$ cat src/rtl/hex_scan_scheduler_if.sv
// Frame handoff from the display scheduler to the 74HC595 shifter controller.
// Data is {segments[7:0], anodes[3:0]}, held stable while valid and not ready.
interface hex_scan_scheduler_if;
  logic [11:0] o_data;
  logic        o_vld;
  logic        i_rdy;

  modport master (output o_data, output o_vld, input i_rdy);
  modport slave  (input o_data, input o_vld, output i_rdy);
endinterface

$ cat src/rtl/hex_scan_scheduler.sv
// Scans four hex digits into 12-bit shifter frames, one digit per handshake, DWELL_CYCLES apart.
// Latency: frame valid one cycle after PREP; stalls in SEND while i_rdy=0, display value swaps only at LOAD.
module hex_scan_scheduler #(
  parameter int DWELL_CYCLES = 50000
) (
  input  logic                 clk,
  input  logic                 rst,
  input  logic [15:0]          i_value,
  input  logic [3:0]           i_dp,
  input  logic [3:0]           i_blank,
  input  logic                 i_load,
  output logic                 o_frame_start,
  hex_scan_scheduler_if.master shf
);

  localparam int CW = $clog2(DWELL_CYCLES + 1);
  localparam logic [CW-1:0] CNT_LAST = CW'(DWELL_CYCLES - 1);

  typedef enum logic [1:0] {LOAD, PREP, SEND, DWELL} state_t;

  state_t        state_q, state_d;
  logic [15:0]   value_q, value_d;
  logic [3:0]    dp_q, dp_d;
  logic [3:0]    blank_q, blank_d;
  logic [15:0]   pend_value_q, pend_value_d;
  logic [3:0]    pend_dp_q, pend_dp_d;
  logic [3:0]    pend_blank_q, pend_blank_d;
  logic          pend_flag_q, pend_flag_d;
  logic [1:0]    digit_q, digit_d;
  logic [CW-1:0] cnt_q, cnt_d;
  logic [11:0]   data_q, data_d;
  logic          vld_q, vld_d;
  logic          frame_start_q, frame_start_d;

  logic [3:0]    cur_nib;
  logic [7:0]    cur_seg;
  logic [11:0]   cur_frame;
  logic          accept;
  logic          dwell_done;

  assign accept     = vld_q & shf.i_rdy;
  assign dwell_done = (cnt_q == CNT_LAST);

  // Active-low common-anode font; blanking overrides the decimal point.
  always_comb begin
    cur_nib = 4'(value_q >> {digit_q, 2'b00});
    case (cur_nib)
      4'h0: cur_seg = 8'hC0;
      4'h1: cur_seg = 8'hF9;
      4'h2: cur_seg = 8'hA4;
      4'h3: cur_seg = 8'hB0;
      4'h4: cur_seg = 8'h99;
      4'h5: cur_seg = 8'h92;
      4'h6: cur_seg = 8'h82;
      4'h7: cur_seg = 8'hF8;
      4'h8: cur_seg = 8'h80;
      4'h9: cur_seg = 8'h90;
      4'hA: cur_seg = 8'h88;
      4'hB: cur_seg = 8'h83;
      4'hC: cur_seg = 8'hC6;
      4'hD: cur_seg = 8'hA1;
      4'hE: cur_seg = 8'h86;
      default: cur_seg = 8'h8E;
    endcase
    if (dp_q[digit_q]) begin
      cur_seg[7] = 1'b0;
    end
    if (blank_q[digit_q]) begin
      cur_seg = 8'hFF;
    end
    cur_frame = {cur_seg, ~(4'b0001 << digit_q)};
  end

  always_ff @(posedge clk) begin
    if (rst) begin
      state_q       <= LOAD;
      value_q       <= '0;
      dp_q          <= '0;
      blank_q       <= '0;
      pend_value_q  <= '0;
      pend_dp_q     <= '0;
      pend_blank_q  <= '0;
      pend_flag_q   <= 1'b0;
      digit_q       <= '0;
      cnt_q         <= '0;
      data_q        <= 12'hFFF;
      vld_q         <= 1'b0;
      frame_start_q <= 1'b0;
    end else begin
      state_q       <= state_d;
      value_q       <= value_d;
      dp_q          <= dp_d;
      blank_q       <= blank_d;
      pend_value_q  <= pend_value_d;
      pend_dp_q     <= pend_dp_d;
      pend_blank_q  <= pend_blank_d;
      pend_flag_q   <= pend_flag_d;
      digit_q       <= digit_d;
      cnt_q         <= cnt_d;
      data_q        <= data_d;
      vld_q         <= vld_d;
      frame_start_q <= frame_start_d;
    end
  end

  always_comb begin
    state_d = state_q;
    case (state_q)
      LOAD:  state_d = PREP;
      PREP:  state_d = SEND;
      SEND:  if (accept) state_d = DWELL;
      DWELL: if (dwell_done) state_d = (digit_q == 2'd3) ? LOAD : PREP;
      default: state_d = LOAD;
    endcase
  end

  always_comb begin
    value_d       = value_q;
    dp_d          = dp_q;
    blank_d       = blank_q;
    pend_value_d  = pend_value_q;
    pend_dp_d     = pend_dp_q;
    pend_blank_d  = pend_blank_q;
    pend_flag_d   = pend_flag_q;
    digit_d       = digit_q;
    cnt_d         = cnt_q;
    data_d        = data_q;
    vld_d         = vld_q;
    frame_start_d = 1'b0;

    if (i_load) begin
      pend_value_d = i_value;
      pend_dp_d    = i_dp;
      pend_blank_d = i_blank;
      pend_flag_d  = 1'b1;
    end

    case (state_q)
      LOAD: begin
        // A load arriving in this very cycle bypasses staging so it lands in this frame.
        if (i_load) begin
          value_d = i_value;
          dp_d    = i_dp;
          blank_d = i_blank;
        end else if (pend_flag_q) begin
          value_d = pend_value_q;
          dp_d    = pend_dp_q;
          blank_d = pend_blank_q;
        end
        pend_flag_d   = 1'b0;
        digit_d       = 2'd0;
        frame_start_d = 1'b1;
      end
      PREP: begin
        data_d = cur_frame;
        vld_d  = 1'b1;
      end
      SEND: begin
        if (accept) begin
          vld_d = 1'b0;
          cnt_d = '0;
        end
      end
      DWELL: begin
        if (dwell_done) begin
          cnt_d = '0;
          if (digit_q != 2'd3) begin
            digit_d = digit_q + 2'd1;
          end
        end else begin
          cnt_d = cnt_q + 1'b1;
        end
      end
      default: ;
    endcase
  end

  assign shf.o_data    = data_q;
  assign shf.o_vld     = vld_q;
  assign o_frame_start = frame_start_q;

endmodule

$ cat src/flat_wrapper.sv
// flat-port wrapper written by rule: the top's interface ports become plain ports
module hex_scan_scheduler_flat 
#(
  parameter int DWELL_CYCLES = 50000
)
  (clk, rst, i_value, i_dp, i_blank, i_load, o_frame_start, shf_o_data, shf_o_vld, shf_i_rdy);
  hex_scan_scheduler_if shf_i ();
  input  logic clk;
  input  logic rst;
  input  logic [15:0] i_value;
  input  logic [3:0] i_dp;
  input  logic [3:0] i_blank;
  input  logic i_load;
  output logic o_frame_start;
  output wire logic [$bits(shf_i.o_data)-1:0] shf_o_data;
  output wire logic [$bits(shf_i.o_vld)-1:0] shf_o_vld;
  input wire logic [$bits(shf_i.i_rdy)-1:0] shf_i_rdy;
  assign shf_o_data = shf_i.o_data;
  assign shf_o_vld = shf_i.o_vld;
  assign shf_i.i_rdy = shf_i_rdy;
  hex_scan_scheduler #(.DWELL_CYCLES(DWELL_CYCLES)) u_core (.clk(clk), .rst(rst), .i_value(i_value), .i_dp(i_dp), .i_blank(i_blank), .i_load(i_load), .o_frame_start(o_frame_start), .shf(shf_i));
endmodule
$ cat config.mk
export PLATFORM = sky130hd
export DESIGN_NAME = hex_scan_scheduler_flat
export DESIGN_NICKNAME = d
export VERILOG_FILES = /design/src/rtl/hex_scan_scheduler_if.sv /design/src/rtl/hex_scan_scheduler.sv /design/src/flat_wrapper.sv
export SDC_FILE = /design/constraint.sdc
export NUM_CORES = 1
export LEC_CHECK = 0
export ABC_AREA = 1
export CORE_ASPECT_RATIO = 0.8
export CORE_MARGIN = 2
export CORE_UTILIZATION = 45
export CTS_CLUSTER_SIZE = 12
export DETAILED_ROUTE_END_ITERATION = 8
export HOLD_SLACK_MARGIN = 0.1
export PLACE_DENSITY = 0.66
export SYNTH_ARGS = -nofsm -noshare
export SYNTH_HDL_FRONTEND = slang
export SYNTH_SLANG_ARGS = --single-unit
export TNS_END_PERCENT = 10
$ cat constraint.sdc
create_clock -name clk -period 5 [get_ports clk]
set_input_delay 1 -clock clk [delete_from_list [all_inputs] [get_ports clk]]
set_output_delay 1 -clock clk [all_outputs]
set_load 0.005 [all_outputs]
[Word-level counts from Yosys, hierarchy flattened]
Memory sizes are Yosys's and may differ from the RTL's.
Cells that the tools add are included.
Storage, ports and cells
  logic and storage cells: 66
  RAM bits: 0
  memories kept: 1
  flip-flop bits (word level): 83
  bits in latches: 0
  output and inout bits: 14
  input port bits: 28
  memory bits (read-only): 112
Memories
  (name not given): depth 16, bits a word 7, read ports 1, clocked after Yosys merged registers in 0, wr ports 0, line hex_scan_scheduler.sv:47  | case (cur_nib)
Cells by class
  eq/ne operators: 9
  shifts and indexed selects: 2
  order comparisons: 1
  add/subtract/negate cells: 2
  div/mod/pow operators: 0
  multiply operators: 0
  muxes and demuxes: 25
  reductions and logical operators: 11
  bitwise gates (word level): 2
Operators by type and width (count)
  $mux W16: 4
  $pmux W16 S2: 1
  $add A16 B1 Y16 const B: 1
  $eq A16 B16 Y1 const B: 1
  $mux W4: 4
  $shr A16 B4 Y4: 1
  $mux W2: 4
  $mux W8: 1
  $pmux W2 S4: 1
  $reduce_and A2 Y1: 4
  $reduce_bool A2 Y1: 4
  $eq A2 B2 Y1 const B: 3
  $mux W1: 6
  $ne A2 B1 Y1 const B: 3
  $bmux W1 S2: 2
  $not A4 Y4: 1
  $pmux W2 S2: 1
  $shl A1 B2 Y4 const A: 1
  $lt A2 B3 Y1 const B: 1
  $reduce_and A3 Y1: 1
  $add A2 B1 Y2 const B: 1
  $eq A2 B1 Y1 const B: 1
  $logic_not A2 Y1: 1
  $ne A2 B2 Y1 const B: 1
  other kinds (3): 3

[Depth between registers and ports, before layout]
  depth in word-level cells: 4
  gate-level depth with buffers: 14
  gate-level depth less buffers: 12

[Worst setup path after synthesis]
OpenSTA, ideal clock, no wires.
  path kind: input -> register
  from: input i_load
  to: register u_core.blank_q[0]
  required time: 4.914 ns
  slack: 3.088 ns
  data arrival time: 1.826 ns
  buffers on the path: 3
  cell stages on the path: 6
  setup time: 0.086 ns
  path through: buf_2 nor2_1 nor2_1 buf_6 buf_2 a211oi_1
Between the ends
  cells in the longest elaborated chain, start to end: 2
  elaborated cells between the ends (all ways): 3
  classes of those cells: mux (1); reduce/logical (2)
Ends and longest elaborated chain
  start, declared: line flat_wrapper.sv:13  | input logic i_load;
  $reduce_bool A2 Y1 (no line)
  $reduce_and A2 Y1 (no line)
  end signal, assigned: line hex_scan_scheduler.sv:93  | blank_q <= blank_d;
  end, declared: line hex_scan_scheduler.sv:24  | logic [3:0] blank_q, blank_d;
Several ways; a longest one is shown, not always the timed one.
A chain may end at the register's enable or synchronous reset.

[Final worst setup path]
  from: input i_load
  to: register u_core.dp_q[0]
Between the ends
  cells in the longest elaborated chain, start to end: 2
  elaborated cells between the ends (all ways): 3
  classes of those cells: mux (1); reduce/logical (2)
Ends and longest elaborated chain
  $reduce_bool A2 Y1 (no line)
  $reduce_and A2 Y1 (no line)
  end signal, assigned: line hex_scan_scheduler.sv:92  | dp_q <= dp_d;
  end, declared: line hex_scan_scheduler.sv:23  | logic [3:0] dp_q, dp_d;
Several ways; a longest one is shown, not always the timed one.

==> summary.txt <==
Run status
  – Outcome: complete, no violations

Detailed routing
  – Antenna violation net count after detailed routing: 0
  – Total wirelength of the detailed-routed design: 7.883 mm
  – Routed vias: 3154
  – Vias/cell: 4.936
  – Initial DRT Pass Iterations: 4
  – Wirelength per Cell: 12.34 microns
  – Drt initial violations: 138
  – DRC Markers: 0

Clock network
  – Setup Fix Bufs, Post-CTS: 0
  – Total clock buffers created by CTS: 9
  – CTS Buffer Depth: 2
  – Resize count post-CTS: 0
  – Clk Latency, worst-skew pair: 0.35 ns
  – Clock tree root buffer cell: sky130_fd_sc_hd__clkbuf_8
  – Cts-stage hold buffer count: 0
  – TritonCTS Sinks: 83
  – Number of levels in the clock H-tree: 3
  – Clock transition at path regs: 0.08 ns
  – TritonCTS clock tree: yes

Critical path
  – Data arrival time of the critical path: 2.83 ns
  – Setup slack, reg-to-reg: 2.51 ns
  – Critical Setup Path Class: in2reg
  – Endpoint kind of the worst setup timing path: flop
  – Beginning of the worst register-to-register path: u_core.digit_q[0]
  – Launching element type of the critical path: primary input
  – Worst setup path end: u_core.dp_q[0]
  – Endpoint of the most critical register-to-register path: u_core.shf.o_data[4]
  – Number of cells on the worst reg-to-reg path: 12
  – Required time of the critical path: 5.25 ns
  – Worst Setup SP: i_load
  – Critical path peak fanout: 48

STA
  – Upper clock frequency limit: 0.3875 GHz
  – Transition time at the pin with the least slew margin: 0.6791 ns
  – Slew HR: 54.72%
  – Number of failing setup endpoints in the final timing report: 0
  – Final count of hold timing violations: 0
  – Period utilisation layout: 51.62%
  – Setup TNS: 0 ns
  – Final max-slew violation count: 0
  – Setup Skew: 0.008541 ns
  – Final critical-path required period: 2.581 ns
  – Unrepaired setup endpoints after global routing: no

Power and ir drop
  – Power Dens Cells: 462.9 nW/um^2
  – Part of the power in registers: 41.9%
  – Standby leakage power: 0.001815 uW
  – Switching share of power: 34.58%
  – Total internal power: 1363 uW
  – Clock Power Share: 24.1%
  – Share of power burned in combinational logic: 34.0%
  – VDD IR-drop max: 0.2447 mV
  – Power dissipated by switching net loads: 720.1 uW

Die
  – Row count: 30
  – Die extent in x: 107.4 microns
  – Top-level I/O count: 42
  – Starting Density: 45.76%
  – Full die area: 9310 sq um
  – Core outline area: 8408 sq um
  – Chip height: 86.71 microns

Yosys
  – Post-synthesis net count: 533
  – Post-synthesis average cell area: 7.852 sq um
  – Synth cell types: 31
  – Warnings, synthesis: 0
  – Area of the mapped netlist: 3847 sq um
  – Mapped Cells: 490
  – Most frequently used flop master after synthesis: sky130_fd_sc_hd__dfxtp_1
  – Synth area leader: sky130_fd_sc_hd__dfxtp_1
  – Post-synthesis sequential element count: 83
  – Fraction of registers with async set or reset after synthesis: 0%
  – List of most frequent post-synthesis cells: 87 x sky130_fd_sc_hd__nand2_1, 87 x sky130_fd_sc_hd__nor2_1, 83 x sky130_fd_sc_hd__dfxtp_1
  – Main area contributors after synthesis: sky130_fd_sc_hd__dfxtp_1 43%, sky130_fd_sc_hd__nand2_1 8.5%, sky130_fd_sc_hd__nor2_1 8.5%
  – Share of the synthesized area in the top cell type: 43.19%
  – Number of synthesized flops with an enable pin: 0
  – Share of the yosys chip area belonging to registers: 43.19%

Min path
  – Number of cells on the worst hold path: 2
  – Worst hold-check path type: reg2reg

Layout
  – N_diodes: 0
  – Proportion of layout cells with a drive suffix above 1: 7.970%
  – Final Non-Filler Cells: 639
  – Final instance area: 4499 sq um
  – Layout Area Growth over Synthesis: 16.94%
  – Number of nets in the layout: 565
  – Fin util: 53.51%

Global route
  – Overall track demand over capacity in global routing: 18.39%
  – Antenna violations before repair: 0
  – Wire length of the first global-routing pass: 13.65 mm
  – Vias in the first global route: 2972
  – Maximum number of pins on one net before global-route repair: 68
  – Overflow left after global routing: 0

Job
  – Count of max-cap constraint violations: 0

Placed design
  – Total cell area at the placement stage: 4285 sq um
  – Placed instance count: 623
  – Placer Congestion: 0.8787
  – Half-perimeter wire length of the detailed placement result: 5.676 mm
  – Buffers added on ports: 41
routing by layer:
metal / vias to the layer above / part of all wire, % / GRT usage [%]
li1: 1672 / - / -
met1: 1411 / 51 / 25.28
met2: 67 / 43 / 28.48
met3: 4 / 5.3 / 5.489
met4: 0 / 0.51 / 4.662
met5: - / 0 / 0
power groups by stage:
stage | clock network (uW) | logic, uW | registers (uW)
after CTS | 518 | 712 | 873
after global routing | 542 | 821 | 888
final | 501 | 709 | 872
after detailed placement | 0 | 707 | 887
after floorplan | 0 | 514 | 870
after global placement | 0 | 687 | 884
layout make-up:
cell class | count | area (sq um)
repair buffers | 44 | 427.9
clock buffers | 13 | 168.9
multi-input cells | 346 | 1913
well taps | 112 | 140.1
flip-flops and latches | 83 | 1662
inverters | 38 | 142.6
fillers | 813 | 3909
clock inverters | 3 | 45.04
placed cells by master, fill, tap and decap left out, types with 4 or more instances in the layout:
master	synthesis	layout
sky130_fd_sc_hd__clkdlybuf4s50_1	0	40
sky130_fd_sc_hd__nor2_1	87	86
sky130_fd_sc_hd__inv_1	35	35
sky130_fd_sc_hd__nand2_2	5	5
sky130_fd_sc_hd__nand3_1	39	39
sky130_fd_sc_hd__dfxtp_1	83	83
sky130_fd_sc_hd__nor3_1	6	6
sky130_fd_sc_hd__clkbuf_8	0	12
sky130_fd_sc_hd__o21ai_0	13	13
sky130_fd_sc_hd__ha_1	15	15
sky130_fd_sc_hd__nand3_2	4	4
sky130_fd_sc_hd__a211oi_1	24	24
sky130_fd_sc_hd__mux2i_1	24	24
sky130_fd_sc_hd__a21oi_1	22	22
sky130_fd_sc_hd__nand4_1	4	4
sky130_fd_sc_hd__nand2_1	87	87
how the worst min path moves through the flow:
stage	from	to	slack, ns
5_1_grt	u_core.shf.o_data[4]	u_core.shf.o_data[4]	0.50
3_3_place_gp	u_core.shf.o_data[8]	u_core.shf.o_data[8]	0.45
2_1_floorplan	u_core.pend_blank_q[0]	u_core.pend_blank_q[0]	0.46
6_report	u_core.shf.o_data[8]	u_core.shf.o_data[8]	0.48
3_5_place_dp	u_core.shf.o_data[4]	u_core.shf.o_data[4]	0.46
4_1_cts	u_core.shf.o_data[4]	u_core.shf.o_data[4]	0.48
worst max-delay path: stages:
cell and delay [ns]:
sky130_fd_sc_hd__clkdlybuf4s50_1 0.89, sky130_fd_sc_hd__nor2_1 0.14, sky130_fd_sc_hd__nor2_2 0.11, sky130_fd_sc_hd__buf_4 0.39, sky130_fd_sc_hd__nor2_1 0.07, sky130_fd_sc_hd__a211oi_1 0.19
metrics by stage:
stage                     total power, uW  hold slack [ns]  setup WS, ns
after floorplan                      1384           0.4570         3.088
after global placement               1572           0.4515         2.160
after detailed placement             1594           0.4589         2.038
after CTS                            2104           0.4805         2.402
after global routing                 2251           0.5028         2.188
final                                2083           0.4765         2.419
sequential cells by signal (all words and copies together), names as in the netlist:
signal,cells
u_core.cnt_q,16
u_core.shf.o_data,12
u_core.pend_dp_q,4
u_core.blank_q,4
u_core.pend_value_q,16
u_core.shf.o_vld,1
u_core.state_q,2
u_core.pend_flag_q,1
u_core.digit_q,2
u_core.dp_q,4
u_core.pend_blank_q,4
u_core.o_frame_start,1
u_core.value_q,16
logic make-up after synthesis:
| logic type | after synthesis | synth area share, % |
|---|---|---|
| AOI/OAI and AO/OA | 64 | 10.18 |
| xor gates and xnor gates | 1 | 0.2277 |
| adders and majority gates | 15 | 4.878 |
| buffers and inverters | 61 | 7.154 |
| DFF | 83 | 43.19 |
| muxes | 24 | 6.244 |
| and+or+nand+nor | 242 | 28.13 |
No activity file was read; power rests on OpenSTA's default activity.
